### src/rtl/lsu_pkg.sv
// Shared types and constants for the load/store unit.
// Width codes follow the RV32I funct3 encoding.
package lsu_pkg;

    localparam logic [2:0] F3_B  = 3'b000;
    localparam logic [2:0] F3_H  = 3'b001;
    localparam logic [2:0] F3_W  = 3'b010;
    localparam logic [2:0] F3_BU = 3'b100;
    localparam logic [2:0] F3_HU = 3'b101;

    typedef enum logic [1:0] {
        FAULT_NONE     = 2'b00,
        FAULT_MISALIGN = 2'b01,
        FAULT_ACCESS   = 2'b10,
        FAULT_ILLEGAL  = 2'b11
    } lsu_fault_e;

    typedef enum logic [1:0] {
        ST_IDLE,
        ST_REQ,
        ST_RESP
    } lsu_state_e;

    typedef struct packed {
        logic       store;
        logic [2:0] funct3;
        logic [1:0] off;
    } lsu_req_t;

    function automatic logic [31:0] extend(
        input logic [15:0] v,
        input logic        half,
        input logic        sign
    );
        logic [31:0] r;
        if (half)
            r = {{16{sign & v[15]}}, v};
        else
            r = {{24{sign & v[7]}}, v[7:0]};
        return r;
    endfunction

endpackage

### src/rtl/lsu_align.sv
// Request formatting (strobes, replicated data, fault checks)
// and load-data extraction for the load/store unit.
module lsu_align
    import lsu_pkg::*;
(
    input  logic        req_store,
    input  logic [2:0]  req_funct3,
    input  logic [1:0]  req_off,
    input  logic [31:0] req_wdata,
    output logic [3:0]  req_wstrb,
    output logic [31:0] req_wdata_fmt,
    output logic        req_illegal,
    output logic        req_misalign,
    input  logic [2:0]  ld_funct3,
    input  logic [1:0]  ld_off,
    input  logic [31:0] ld_rdata,
    output logic [31:0] ld_data
);

    logic [31:0] shifted;

    always_comb begin
        req_illegal = 1'b0;
        case (req_funct3)
            F3_B, F3_H, F3_W: req_illegal = 1'b0;
            F3_BU, F3_HU:     req_illegal = req_store;
            default:          req_illegal = 1'b1;
        endcase
    end

    always_comb begin
        req_misalign = 1'b0;
        case (req_funct3[1:0])
            2'b01:   req_misalign = req_off[0];
            2'b10:   req_misalign = (req_off != 2'b00);
            default: req_misalign = 1'b0;
        endcase
    end

    always_comb begin
        req_wstrb     = 4'b1111;
        req_wdata_fmt = req_wdata;
        case (req_funct3[1:0])
            2'b00: begin
                req_wstrb     = 4'b0001 << req_off;
                req_wdata_fmt = {4{req_wdata[7:0]}};
            end
            2'b01: begin
                req_wstrb     = req_off[1] ? 4'b1100 : 4'b0011;
                req_wdata_fmt = {2{req_wdata[15:0]}};
            end
            default: begin
                req_wstrb     = 4'b1111;
                req_wdata_fmt = req_wdata;
            end
        endcase
    end

    assign shifted = ld_rdata >> {ld_off, 3'b000};

    always_comb begin
        ld_data = shifted;
        case (ld_funct3)
            F3_B:    ld_data = extend(shifted[15:0], 1'b0, 1'b1);
            F3_H:    ld_data = extend(shifted[15:0], 1'b1, 1'b1);
            F3_BU:   ld_data = extend(shifted[15:0], 1'b0, 1'b0);
            F3_HU:   ld_data = extend(shifted[15:0], 1'b1, 1'b0);
            default: ld_data = shifted;
        endcase
    end

endmodule

### src/rtl/load_store_unit.sv
// Single-outstanding load/store unit: request FSM, memory
// handshake with response timeout, and registered results.
module load_store_unit
    import lsu_pkg::*;
#(
    parameter int TIMEOUT = 16
) (
    input  logic        clk,
    input  logic        reset,
    input  logic        lsu_valid,
    output logic        lsu_ready,
    input  logic        lsu_store,
    input  logic [2:0]  lsu_funct3,
    input  logic [31:0] lsu_addr,
    input  logic [31:0] lsu_wdata,
    output logic        lsu_rvalid,
    output logic [31:0] lsu_rdata,
    output logic [1:0]  lsu_fault,
    output logic        mem_ready,
    input  logic        mem_valid,
    output logic [31:0] mem_addr,
    output logic [31:0] mem_wdata,
    output logic [3:0]  mem_wstrb,
    input  logic [31:0] mem_rdata
);

    localparam int CW = (TIMEOUT > 2) ? $clog2(TIMEOUT) : 1;
    localparam logic [CW-1:0] CNT_LAST = CW'(TIMEOUT - 1);

    lsu_state_e  state;
    lsu_req_t    req_q;
    lsu_fault_e  fault_q;
    logic [CW-1:0] cnt;

    logic [3:0]  fmt_wstrb;
    logic [31:0] fmt_wdata;
    logic        chk_illegal;
    logic        chk_misalign;
    logic [31:0] ld_data;

    lsu_align u_align (
        .req_store     (lsu_store),
        .req_funct3    (lsu_funct3),
        .req_off       (lsu_addr[1:0]),
        .req_wdata     (lsu_wdata),
        .req_wstrb     (fmt_wstrb),
        .req_wdata_fmt (fmt_wdata),
        .req_illegal   (chk_illegal),
        .req_misalign  (chk_misalign),
        .ld_funct3     (req_q.funct3),
        .ld_off        (req_q.off),
        .ld_rdata      (mem_rdata),
        .ld_data       (ld_data)
    );

    assign lsu_fault = fault_q;

    always_ff @(posedge clk or posedge reset) begin
        if (reset) begin
            state      <= ST_IDLE;
            req_q      <= '0;
            fault_q    <= FAULT_NONE;
            cnt        <= '0;
            lsu_ready  <= 1'b1;
            lsu_rvalid <= 1'b0;
            lsu_rdata  <= '0;
            mem_ready  <= 1'b0;
            mem_addr   <= '0;
            mem_wdata  <= '0;
            mem_wstrb  <= '0;
        end else begin
            unique case (state)
                ST_IDLE: begin
                    if (lsu_valid) begin
                        req_q     <= '{lsu_store, lsu_funct3, lsu_addr[1:0]};
                        lsu_ready <= 1'b0;
                        cnt       <= '0;
                        if (chk_illegal || chk_misalign) begin
                            fault_q    <= chk_illegal ? FAULT_ILLEGAL
                                                      : FAULT_MISALIGN;
                            lsu_rvalid <= 1'b1;
                            lsu_rdata  <= '0;
                            state      <= ST_RESP;
                        end else begin
                            mem_ready <= 1'b1;
                            mem_addr  <= {lsu_addr[31:2], 2'b00};
                            mem_wdata <= fmt_wdata;
                            mem_wstrb <= lsu_store ? fmt_wstrb : 4'b0000;
                            state     <= ST_REQ;
                        end
                    end
                end
                ST_REQ: begin
                    // mem_valid wins over a timeout on the same edge
                    if (mem_valid || cnt == CNT_LAST) begin
                        mem_ready  <= 1'b0;
                        mem_addr   <= '0;
                        mem_wdata  <= '0;
                        mem_wstrb  <= '0;
                        lsu_rvalid <= 1'b1;
                        state      <= ST_RESP;
                        if (mem_valid) begin
                            fault_q   <= FAULT_NONE;
                            lsu_rdata <= req_q.store ? 32'h0 : ld_data;
                        end else begin
                            fault_q   <= FAULT_ACCESS;
                            lsu_rdata <= '0;
                        end
                    end else begin
                        cnt <= cnt + 1'b1;
                    end
                end
                ST_RESP: begin
                    lsu_rvalid <= 1'b0;
                    lsu_rdata  <= '0;
                    fault_q    <= FAULT_NONE;
                    lsu_ready  <= 1'b1;
                    state      <= ST_IDLE;
                end
                default: begin
                    state     <= ST_IDLE;
                    lsu_ready <= 1'b1;
                end
            endcase
        end
    end

endmodule

### config.mk
export PLATFORM = sky130hd
export DESIGN_NAME = load_store_unit
export DESIGN_NICKNAME = d
export VERILOG_FILES = /design/src/rtl/lsu_pkg.sv /design/src/rtl/lsu_align.sv /design/src/rtl/load_store_unit.sv
export SDC_FILE = /design/constraint.sdc
export NUM_CORES = 1
export LEC_CHECK = 0
export ABC_CLOCK_PERIOD_IN_PS = 12300
export CAP_MARGIN = 40
export CELL_PAD_IN_SITES_DETAIL_PLACEMENT = 1
export CELL_PAD_IN_SITES_GLOBAL_PLACEMENT = 2
export CORE_MARGIN = 2
export CORE_UTILIZATION = 29
export CTS_BUF_LIST = sky130_fd_sc_hd__clkbuf_8 sky130_fd_sc_hd__clkbuf_16
export DETAILED_ROUTE_END_ITERATION = 7
export GPL_TIMING_DRIVEN = 0
export PLACE_DENSITY_LB_ADDON = 0.05
export REMOVE_ABC_BUFFERS = 1
export SETUP_SLACK_MARGIN = 0.5
export SYNTH_ARGS = -nofsm -noshare
export SYNTH_HDL_FRONTEND = slang
export SYNTH_SLANG_ARGS = --single-unit
### constraint.sdc
create_clock -name clk -period 12.3 [get_ports clk]
set_clock_uncertainty 0.1 [all_clocks]
set_input_delay 2.46 -clock clk [delete_from_list [all_inputs] [get_ports clk]]
set_output_delay 2.46 -clock clk [all_outputs]
set_load 0.05 [all_outputs]
==> results of run 1 <==
## synth_stat cells (all sizes together) (9+ instances only)
library cell	instances
a22o	42
o2bb2ai	9
clkbuf	19
a21oi	13
or3	17
a21boi	9
mux2i	26
nor2b	13
buf	29
o31ai	25
dfrtp	114
a22oi	9
nand2	58
a32o	16
o21ai	29
## per-layer routing
layer / GRT usage / wire length (µm)
met1: 0.241 / 8400
met2: 0.304 / 9360
met3: 0.0457 / 980
met4: 0.0480 / 172
met5: 0 / 0
## sequential cells by signal, indices dropped and copies added (netlist names)
name / flops
lsu_rdata: 32
mem_wdata: 32
mem_addr: 30
req_q: 6
cnt: 4
mem_wstrb: 4
lsu_fault: 2
state: 2
lsu_ready: 1
lsu_rvalid: 1
mem_ready: 1
## placed cells by master, fill, tap and decap left out, drive strengths merged, types with 2 or more instances in the layout
cell type      instances
mux2                   5
o21ai                 29
o22ai                  2
nor2                   7
o31ai                 25
or3                   17
nand3b                 2
a2111oi                7
a32o                  16
a31oi                  2
nor3                   4
clkbuf                19
nand3                  3
or2                    4
a22oi                  9
a21boi                 9
clkinvlp               3
clkdlybuf4s50        206
dfrtp                114
inv                   10
clkinv                 7
o2bb2ai                9
mux2i                 26
a211oi                 8
nand2                 58
a22o                  42
a21oi                 13
buf                   12
nor2b                 13
a21o                   7
conb                   2
ha                     8
o21a                   8
## power groups by stage
stage	clock network (W)	registers (W)	logic, W
2_1_floorplan	0	0.00102	0.000321
3_3_place_gp	0	0.000632	0.00110
6_report	0.000483	0.000610	0.00118
5_1_grt	0.000517	0.000631	0.00125
3_5_place_dp	0	0.000617	0.00118
4_1_cts	0.000499	0.000612	0.00119
## worst reg2reg max path, stage by stage, from the launching register on
cell	delay [ns]
dfrtp_1	0.40
inv_1	0.13
ha_1	0.43
nand2_1	0.40
o32ai_1	0.43
nand2_2	0.44
buf_12	0.36
a22o_1	0.27
## layout make-up
cell class / instances / area [µm²]
inverters: 8 / 35.0
repair buffers: 218 / 2300
clock inverters: 13 / 128
diodes: 1 / 2.50
clock buffers: 19 / 453
multi-input cells: 344 / 2510
well taps: 265 / 332
fillers: 2111 / 10700
flip-flops and latches: 115 / 2880
## cell families (layout without fill, tap and decap cells)
kind of cell,count (synthesis),in the layout
adder cells (fa/ha/maj),8,8
buffers and inverters,56,258
flip-flops,115,115
multiplexers,31,31
AND/OR/NAND/NOR,111,111
other,1,3
AO/OA/AOI/OAI,192,192
## per-stage QoR
| step | setup WS [ns] | area (µm²) | power (W) | util |
|---|---|---|---|---|
| floorplan | 5.76 | 5410 | 0.00134 | - |
| detailed placement | 6.69 | 8060 | 0.00180 | 0.417 |
| global placement | 3.45 | 7800 | 0.00174 | 0.403 |
| CTS | 7.07 | 8640 | 0.00230 | 0.447 |
| global route | 6.90 | 8640 | 0.00240 | 0.447 |
| finish | 7.08 | 8640 | 0.00227 | 0.447 |
## worst max path at each step
stage / from / end / slack [ns] / cells past startpoint
2_1_floorplan: lsu_funct3[1] / lsu_fault[1]$_DFFE_PP0P_ / 5.76 / 6
3_3_place_gp: lsu_funct3[0] / lsu_rdata[5]$_DFFE_PP0P_ / 3.45 / 8
3_5_place_dp: lsu_funct3[1] / mem_wdata[8]$_DFFE_PP0P_ / 6.69 / 10
4_1_cts: lsu_funct3[1] / mem_wdata[8]$_DFFE_PP0P_ / 7.07 / 10
5_1_grt: lsu_funct3[1] / mem_wdata[8]$_DFFE_PP0P_ / 6.90 / 10
6_report: lsu_funct3[1] / mem_wdata[8]$_DFFE_PP0P_ / 7.08 / 10
==> flow_summary_export.csv, run 1 <==
group,metric,value,unit
pwr,pwr-share-comb,0.518,
synth,yosysTopAreaCell,"dfrtp_1",
sta,final_hold_viol_count,0,
hold_path,min_from,"lsu_rdata[1]$_DFFE_PP0P_",
synth,synth_xor_area_frac,0,
synth,synthAdderAreaFrac,0.0176,
floorplan,io_pins,209,
critical_path,cp_common_cell,"buf_8",
pwr,p_seq_frac,0.269,
placement,numPortBuffers,206,
critical_path,slowest_stage,"ha_1",
floorplan,die_w,144,µm
grt,grt_pass1_vias,5239,
critical_path,rrSetupSlack,9.24,ns
sta,timing.hold.ws,0.375,ns
critical_path,slowest_delay,0.62,ns
flow_run,drv_cap,0,
pwr,powerDensity,263,nW/µm²
critical_path,crit_family,"buffers and inverters",
placement,dp_hpwl,13.3,mm
clocking,cts_buffer_depth,2,
synth,synth_top_family_by_area,"compound AO/OA/AOI/OAI gates",
hold_path,hold_end,"lsu_rdata[1]$_DFFE_PP0P_",
sta,setup_viol,0,
pwr,netSwitchingFraction,0.454,
grt,antenna_found_initial,0,
synth,netlist_instances,514,
detailed_routing,wirelength,18.9,mm
placement,place_inst,950,
detailed_routing,firstDrtPassIters,4,
finish,drive_above_1_share,0.100,
status,status,"complete, no violations",
detailed_routing,final_antenna_net_count,0,
synth,dominantRegCellSynth,"dfrtp_1",
clocking,cts_resized,0,
detailed_routing,drtIter0Drc,180,
clocking,ctsHoldBuffers,0,
clocking,postCtsSetupBuffers,0,
critical_path,crit_type,"in2reg",
finish,synthToLayoutAreaGrowth,52.1,%
synth,post_synth_mux_area_share,0.0557,
finish,final_cell_count_no_fill,983,
hold_path,hold_path_class,"reg2reg",
sta,fin_crit_sh,0.424,
critical_path,path_buf_inv,4,
clocking,clk_pin_slew,0.06,ns
synth,seq_area_frac_synth,0.507,
synth,synthDistinctLibCells,50,
pwr,p_leak,3.62,nW
synth,synth_async_sr_flop_share,1.00,
sta,worst_slew_pin_slew,0.761,ns
critical_path,startpoint_type,"primary input",
pwr,power_switching,0.00103,W
detailed_routing,dr_total_vias,4913,
finish,fin_nets,816,
clocking,numCtsBuffers,17,
critical_path,arrival,5.46,ns
detailed_routing,drc,0,
synth,synthDominantCellAreaShare,0.502,
floorplan,dieArea,20700,µm²
clocking,cts_root_buffer,"clkbuf_16",
critical_path,rr_worst_depth,7,
synth,synth_seq_cells,115,
grt,grt_overflow_total,0,
synth,synth-compound-area-share,0.269,
grt,grt_first_pass_wirelength,29.4,mm
clocking,cts.sinks,115,
clocking,clk_latency,0.41,ns
sta,min_period,5.22,ns
critical_path,worst-path-max-fanout,22,
sta,rsz0062_at_grt,"false",
pwr,internal_power,0.00124,W
synth,synth-edff-count,0,
synth,avgSynthCellArea,11.0,µm²
detailed_routing,avgViaCountPerCell,5.00,
clocking,htreeDepth,4,
floorplan,start_util,0.294,
floorplan,core,19300,µm²
grt,grt_start_max_net_pins,81,
critical_path,path_cells,"clkdlybuf4s50_1 > inv_1 > ha_1 > a2bb2oi_4 > nor2_2 > or2_1 > nor3_4 > buf_8 > buf_8 > a32o_1",
sta,drv_slew,0,
pwr,ir_worst_vdd,106,µV
grt,grt_usage,0.184,
sta,timing.slew.headroom,0.493,
detailed_routing,wl_per_cell,19.2,µm
pwr,p_clk_frac,0.213,
synth,yosys_warnings,0,
critical_path,crit_required,12.55,ns
floorplan,fp.dieH,144,µm
synth,synth.area.top_cells,"dfrtp_1 50%, a22o_1 6.5%, mux2i_1 4.6%",
floorplan,row_count,51,
critical_path,reg2reg_to,"mem_addr[6]$_DFFE_PP0P_",
sta,timing.fmax,192,MHz
critical_path,rr_startpoint,"state[0]$_DFFE_PP0P_",
clocking,cts_tree,"built",
hold_path,min_path_cells,1,
critical_path,end_kind,"register",
placement,finalWeightedCongestion,0.715,
synth,yosys.area_share.simple,0.0965,
synth,netlist_area,5680,µm²
sta,setup_tns,0,ns
(Power assumes the default switching activity.)
==> inputs of run 2 (changes only) <==
- ABC_CLOCK_PERIOD_IN_PS: 12300 -> 4700
- CORE_UTILIZATION: 29 -> 25
- clock period: 12.3 -> 4.7 ns (I/O delays scaled with it)
==> run 2 against run 1 <==
Power grew to 2.6 times the previous value. Clock power grew to 2.7 times the previous value. Final cell count rose by 2.0%. Routed wire length increased by 4.5%. Count of clock-buffer cells in the layout did not move. Die area grew 16%. Hold slack improved by 0.0043 ns.
==> flow_summary_export.csv, run 2 (same netlist as run 1, synthesis figures left out) <==
group,metric,value,unit
critical_path,reg2reg_to,"mem_addr[11]$_DFFE_PP0P_",
grt,grt_overflow_total,0,
placement,dp_hpwl,13.9,mm
floorplan,core,22500,µm²
finish,fin_nets,817,
critical_path,arrival,3.58,ns
hold_path,hold_end,"lsu_rdata[26]$_DFFE_PP0P_",
clocking,cts_buffer_depth,2,
finish,synthToLayoutAreaGrowth,53.4,%
finish,fill_cells,2429,
detailed_routing,wl_per_cell,19.7,µm
grt,grt_first_pass_wirelength,31.2,mm
clocking,numCtsBuffers,17,
critical_path,path_buf_inv,5,
critical_path,crit_family,"buffers and inverters",
sta,timing.slew.headroom,0.423,
clocking,cts_tree,"built",
placement,place_ws,0.851,ns
clocking,clk_pin_slew,0.06,ns
critical_path,crit_type,"in2reg",
pwr,ir_worst_vdd,228,µV
floorplan,die_w,155,µm
pwr,powerDensity,689,nW/µm²
critical_path,rr_startpoint,"state[0]$_DFFE_PP0P_",
status,status,"complete, no violations",
sta,worst_slew_pin_slew,0.866,ns
placement,finalWeightedCongestion,0.704,
sta,rsz0062_at_grt,"false",
detailed_routing,avgViaCountPerCell,4.90,
finish,drive_above_1_share,0.102,
flow_run,drv_cap,0,
pwr,p_leak,3.64,nW
finish,final-seq-area,2880,µm²
floorplan,dieArea,23900,µm²
clocking,cts_resized,0,
sta,timing.fmax,296,MHz
clocking,cts_root_buffer,"clkbuf_16",
finish,fin_area,8710,µm²
placement,post_dp_cell_area,8130,µm²
clocking,postCtsSetupBuffers,0,
sta,setup_viol,0,
detailed_routing,firstDrtPassIters,4,
sta,drv_slew,0,
floorplan,fp.dieH,155,µm
clocking,ctsHoldBuffers,0,
floorplan,io_pins,209,
detailed_routing,dr_total_vias,4916,
critical_path,startpoint_type,"primary input",
finish,layout_common_cells,"206 x clkdlybuf4s50_1, 113 x dfrtp_1, 57 x nand2_1",
sta,worst_slack,1.32,ns
critical_path,path_cells,"clkdlybuf4s50_1 > inv_1 > ha_1 > nand2_1 > a21boi_1 > or2_1 > nor3_4 > buf_8 > buf_8 > buf_8 > a32o_1",
detailed_routing,drtIter0Drc,159,
grt,grt_start_max_net_pins,74,
critical_path,cp_common_cell,"buf_8",
critical_path,slowest_delay,0.45,ns
critical_path,crit_required,4.90,ns
hold_path,hold_path_class,"reg2reg",
placement,numPortBuffers,206,
finish,largestRegisters,"lsu_rdata: 32 flops, mem_wdata: 32 flops, mem_addr: 30 flops",
sta,final_hold_viol_count,0,
clocking,htreeDepth,4,
grt,antenna_found_initial,1,
critical_path,rrSetupSlack,1.60,ns
detailed_routing,drc,0,
floorplan,row_count,55,
floorplan,start_util,0.252,
grt,grt_pass1_vias,5394,
sta,setup_tns,0,ns
detailed_routing,wirelength,19.8,mm
grt,grt_usage,0.168,
sta,min_period,3.38,ns
critical_path,end_kind,"register",
finish,multi_input_area,2510,µm²
sta,fin_crit_sh,0.719,
critical_path,slowest_stage,"clkdlybuf4s50_1",
hold_path,min_path_cells,2,
critical_path,worst-path-max-fanout,19,
critical_path,rr_worst_depth,8,
finish,final_common_cell,"clkdlybuf4s50_1",
detailed_routing,final_antenna_net_count,0,
hold_path,min_from,"lsu_rdata[26]$_DFFE_PP0P_",
clocking,clk_latency,0.42,ns
clocking,cts.sinks,115,
run 2: cell count changes in the layout (fill, tap and decap cells not counted), sizes merged:
cell | before | now
buf | 12 | 13
clkinvlp | 3 | 4
clkinv | 7 | 4
bufinv | 1 | 2
run 2: final cells by class:
| class | count | area share |
|---|---|---|
| antenna | 1 | 0.000287 |
| clock buffer | 19 | 0.0520 |
| clock inverter | 12 | 0.0151 |
| inverter | 8 | 0.00402 |
| multi-input combinational | 344 | 0.288 |
| sequential | 115 | 0.331 |
| tap | 285 | 0.0409 |
| timing repair buffer | 219 | 0.269 |
run 2: how the worst max path moves through the flow:
stage | cells after the start | slack [ns] | from | end
4_1_cts | 11 | 1.31 | lsu_funct3[1] | mem_wdata[10]$_DFFE_PP0P_
2_1_floorplan | 6 | -0.32 | lsu_funct3[1] | lsu_fault[1]$_DFFE_PP0P_
6_report | 11 | 1.32 | lsu_funct3[1] | mem_wdata[10]$_DFFE_PP0P_
3_5_place_dp | 11 | 0.85 | lsu_funct3[1] | mem_wdata[10]$_DFFE_PP0P_
5_1_grt | 10 | 1.15 | lsu_funct3[1] | lsu_rdata[0]$_DFFE_PP0P_
3_3_place_gp | 8 | -2.63 | lsu_funct3[0] | lsu_rdata[0]$_DFFE_PP0P_
run 2: where the power goes:
part	internal (W)	switching, W	total, W	leakage, nW
clock	0.000806	0.000503	0.00131	0.278
sequential	0.00133	0.000306	0.00164	1.50
combinational	0.00115	0.00190	0.00305	1.86
run 2: layer usage:
layer / vias to the layer above / GRT usage / routed length, µm
li1: 2303 / - / -
met1: 2470 / 0.214 / 8730
met2: 129 / 0.278 / 9780
met3: 14 / 0.0471 / 1000
met4: 0 / 0.0520 / 250
met5: - / 0 / 0
run 2: worst register-to-register path, stage by stage, from the launching register on:
cell and delay, ns:
dfrtp_1 0.41, inv_1 0.12, ha_1 0.44, nand2_1 0.43, o32ai_1 0.43, nand2_2 0.34, buf_12 0.29, buf_16 0.17
a22o_1 0.25
run 2: per-stage QoR:
stage / hold WS, ns / std cells / utilization / power, W
CTS: 0.380 / 1002 / 0.387 / 0.00609
detailed placement: 0.368 / 971 / 0.361 / 0.00474
global route: 0.399 / 1003 / 0.387 / 0.00632
global placement: 0.351 / 958 / 0.348 / 0.00457
floorplan: 0.338 / 467 / - / 0.00351
finish: 0.380 / 1003 / 0.387 / 0.00600
==> inputs of run 3 (changes only) <==
- ABC_CLOCK_PERIOD_IN_PS: 4700 -> 3400
- CORE_UTILIZATION: 25 -> 27
- clock period: 4.7 -> 3.4 ns (I/O delays scaled with it)
==> run 3 against run 2 <==
Power is 39% higher. Flip-flop and latch count stayed put. Global-route usage is 0.84 points higher. Clock power is 44% higher. Via count is 1.6% higher. Critical endpoint is now mem_wdata[26]$_DFFE_PP0P_.
==> flow_summary_export.csv, run 3 (same netlist as run 1, synthesis figures left out) <==
group,metric,value,unit
status,status,"complete, no violations",
placement,post_dp_cell_area,8090,µm²
grt,antenna_found_initial,0,
pwr,p_leak,3.66,nW
floorplan,fp.dieH,149,µm
floorplan,core,20800,µm²
critical_path,end_kind,"register",
floorplan,start_util,0.273,
sta,worst_slew_pin_slew,0.761,ns
pwr,internal_power,0.00460,W
finish,fin_nets,819,
floorplan,row_count,53,
pwr,netSwitchingFraction,0.449,
floorplan,dieArea,22200,µm²
detailed_routing,firstDrtPassIters,4,
sta,timing.slew.headroom,0.493,
critical_path,arrival,2.99,ns
sta,fin_crit_sh,0.818,
detailed_routing,final_antenna_net_count,0,
finish,largestRegisters,"lsu_rdata: 32 flops, mem_wdata: 32 flops, mem_addr: 30 flops",
pwr,p_clk_frac,0.225,
sta,min_period,2.78,ns
critical_path,slowest_stage,"clkdlybuf4s50_1",
clocking,cts_buffer_depth,2,
finish,fin_area,8770,µm²
finish,synthToLayoutAreaGrowth,54.5,%
grt,grt_pass1_vias,5302,
sta,setup_viol,0,
flow_run,drv_cap,0,
finish,drive_above_1_share,0.114,
sta,drv_slew,0,
pwr,pwr-share-comb,0.504,
clocking,cts_tree,"built",
critical_path,path_buf_inv,5,
grt,grt_start_max_net_pins,73,
critical_path,path_cells,"clkdlybuf4s50_1 > inv_1 > ha_4 > nand2_1 > a21boi_2 > or2_4 > nor3_4 > buf_12 > buf_16 > buf_16 > a32o_1",
critical_path,crit_type,"in2reg",
placement,numPortBuffers,206,
detailed_routing,avgViaCountPerCell,5.02,
detailed_routing,drc,0,
critical_path,slowest_delay,0.47,ns
clocking,htreeDepth,4,
sta,final_hold_viol_count,0,
critical_path,crit_required,3.60,ns
hold_path,hold_path_class,"reg2reg",
sta,timing.fmax,360,MHz
detailed_routing,dr_total_vias,4997,
finish,n_antenna_cell,0,
sta,worst_slack,0.619,ns
detailed_routing,wirelength,19.2,mm
placement,place_ws,-0.465,ns
clocking,ctsHoldBuffers,0,
sta,timing.hold.ws,0.374,ns
clocking,numCtsBuffers,17,
pwr,p_seq_frac,0.271,
finish,utilization,0.421,
sta,rsz0062_at_grt,"false",
detailed_routing,drtIter0Drc,141,
clocking,cts.sinks,115,
placement,dp_hpwl,13.5,mm
placement,finalWeightedCongestion,0.744,
critical_path,worst-path-max-fanout,20,
pwr,totalPowerFinal,0.00836,W
pwr,powerDensity,953,nW/µm²
clocking,clk_latency,0.42,ns
critical_path,startpoint_type,"primary input",
clocking,cts_root_buffer,"clkbuf_16",
critical_path,crit_family,"buffers and inverters",
detailed_routing,wl_per_cell,19.3,µm
finish,final_common_cell,"clkdlybuf4s50_1",
grt,grt_first_pass_wirelength,30.3,mm
grt,grt_overflow_total,0,
finish,layout_common_cells,"206 x clkdlybuf4s50_1, 113 x dfrtp_1, 56 x nand2_1",
floorplan,io_pins,209,
pwr,ir_worst_vdd,373,µV
clocking,clk_pin_slew,0.06,ns
grt,grt_usage,0.177,
pwr,power_switching,0.00376,W
floorplan,die_w,149,µm
critical_path,cp_common_cell,"buf_16",
run 3: cell types whose count changed in the layout (fill, tap and decap cells not counted), moves of 2 or more:
cell      before  now
inv_6          3    5
clkinv_2       3    1
buf_4          0    2
ha_4           0    2
ha_1           8    5
clkbuf_8       2    0
run 3: repair_timing:
action / in CTS / in global routing
gates resized for setup: 5 / 7
setup buffers: 3 / 0
pin swaps: 2 / 0
endpoints found under the setup margin: 80 / 25
run 3: final timing paths:
| check | start | to | slack [ns] | cells past startpoint |
|---|---|---|---|---|
| max | lsu_funct3[1] | mem_wdata[26]$_DFFE_PP0P_ | 0.62 | 11 |
| min | lsu_rdata[24]$_DFFE_PP0P_ | lsu_rdata[24]$_DFFE_PP0P_ | 0.37 | 2 |
| max reg2reg | state[1]$_DFFE_PP0P_ | lsu_rdata[27]$_DFFE_PP0P_ | 0.74 | 7 |
| min reg2reg | lsu_rdata[24]$_DFFE_PP0P_ | lsu_rdata[24]$_DFFE_PP0P_ | 0.37 | 2 |
| max in group asynchronous | reset | req_q[0]$_DFFE_PP0P_ | 1.85 | 3 |
| min in group asynchronous | reset | mem_addr[14]$_DFFE_PP0P_ | 0.56 | 2 |
run 3: per-stage QoR:
stage	setup TNS (ns)	std cells
2_1_floorplan	-91.91	467
3_3_place_gp	-512.94	948
4_1_cts	0	995
6_report	0	995
5_1_grt	0	995
3_5_place_dp	-19.26	960
run 3: power groups by stage:
stage	combinational (W)	clock, W	sequential (W)
4_1_cts	0.00426	0.00193	0.00227
5_1_grt	0.00446	0.00199	0.00235
3_3_place_gp	0.00400	0	0.00229
6_report	0.00421	0.00188	0.00227
2_1_floorplan	0.00116	0	0.00369
3_5_place_dp	0.00422	0	0.00228
run 3: layout make-up:
type / instances / area (µm²)
clock buffers: 17 / 425
clock inverters: 15 / 181
fillers: 2268 / 12100
inverters: 8 / 35.0
multi-input cells: 344 / 2550
flip-flops and latches: 115 / 2880
well taps: 275 / 344
repair buffers: 221 / 2350
run 3: worst min-delay path: cells and delay by family, from the launching register on:
family / cells / cell delay, ns
flip-flops: 1 / 0.34
AO/OA/AOI/OAI: 1 / 0.05
AND/OR/NAND/NOR: 1 / 0.05
run 3: metal layers:
layer	vias to the layer above	GRT usage	part of all wire
met3	21	0.0492	0.054
met4	0	0.0529	0.015
met2	129	0.288	0.49
met1	2536	0.229	0.44
met5	-	0	0
li1	2311	-	-
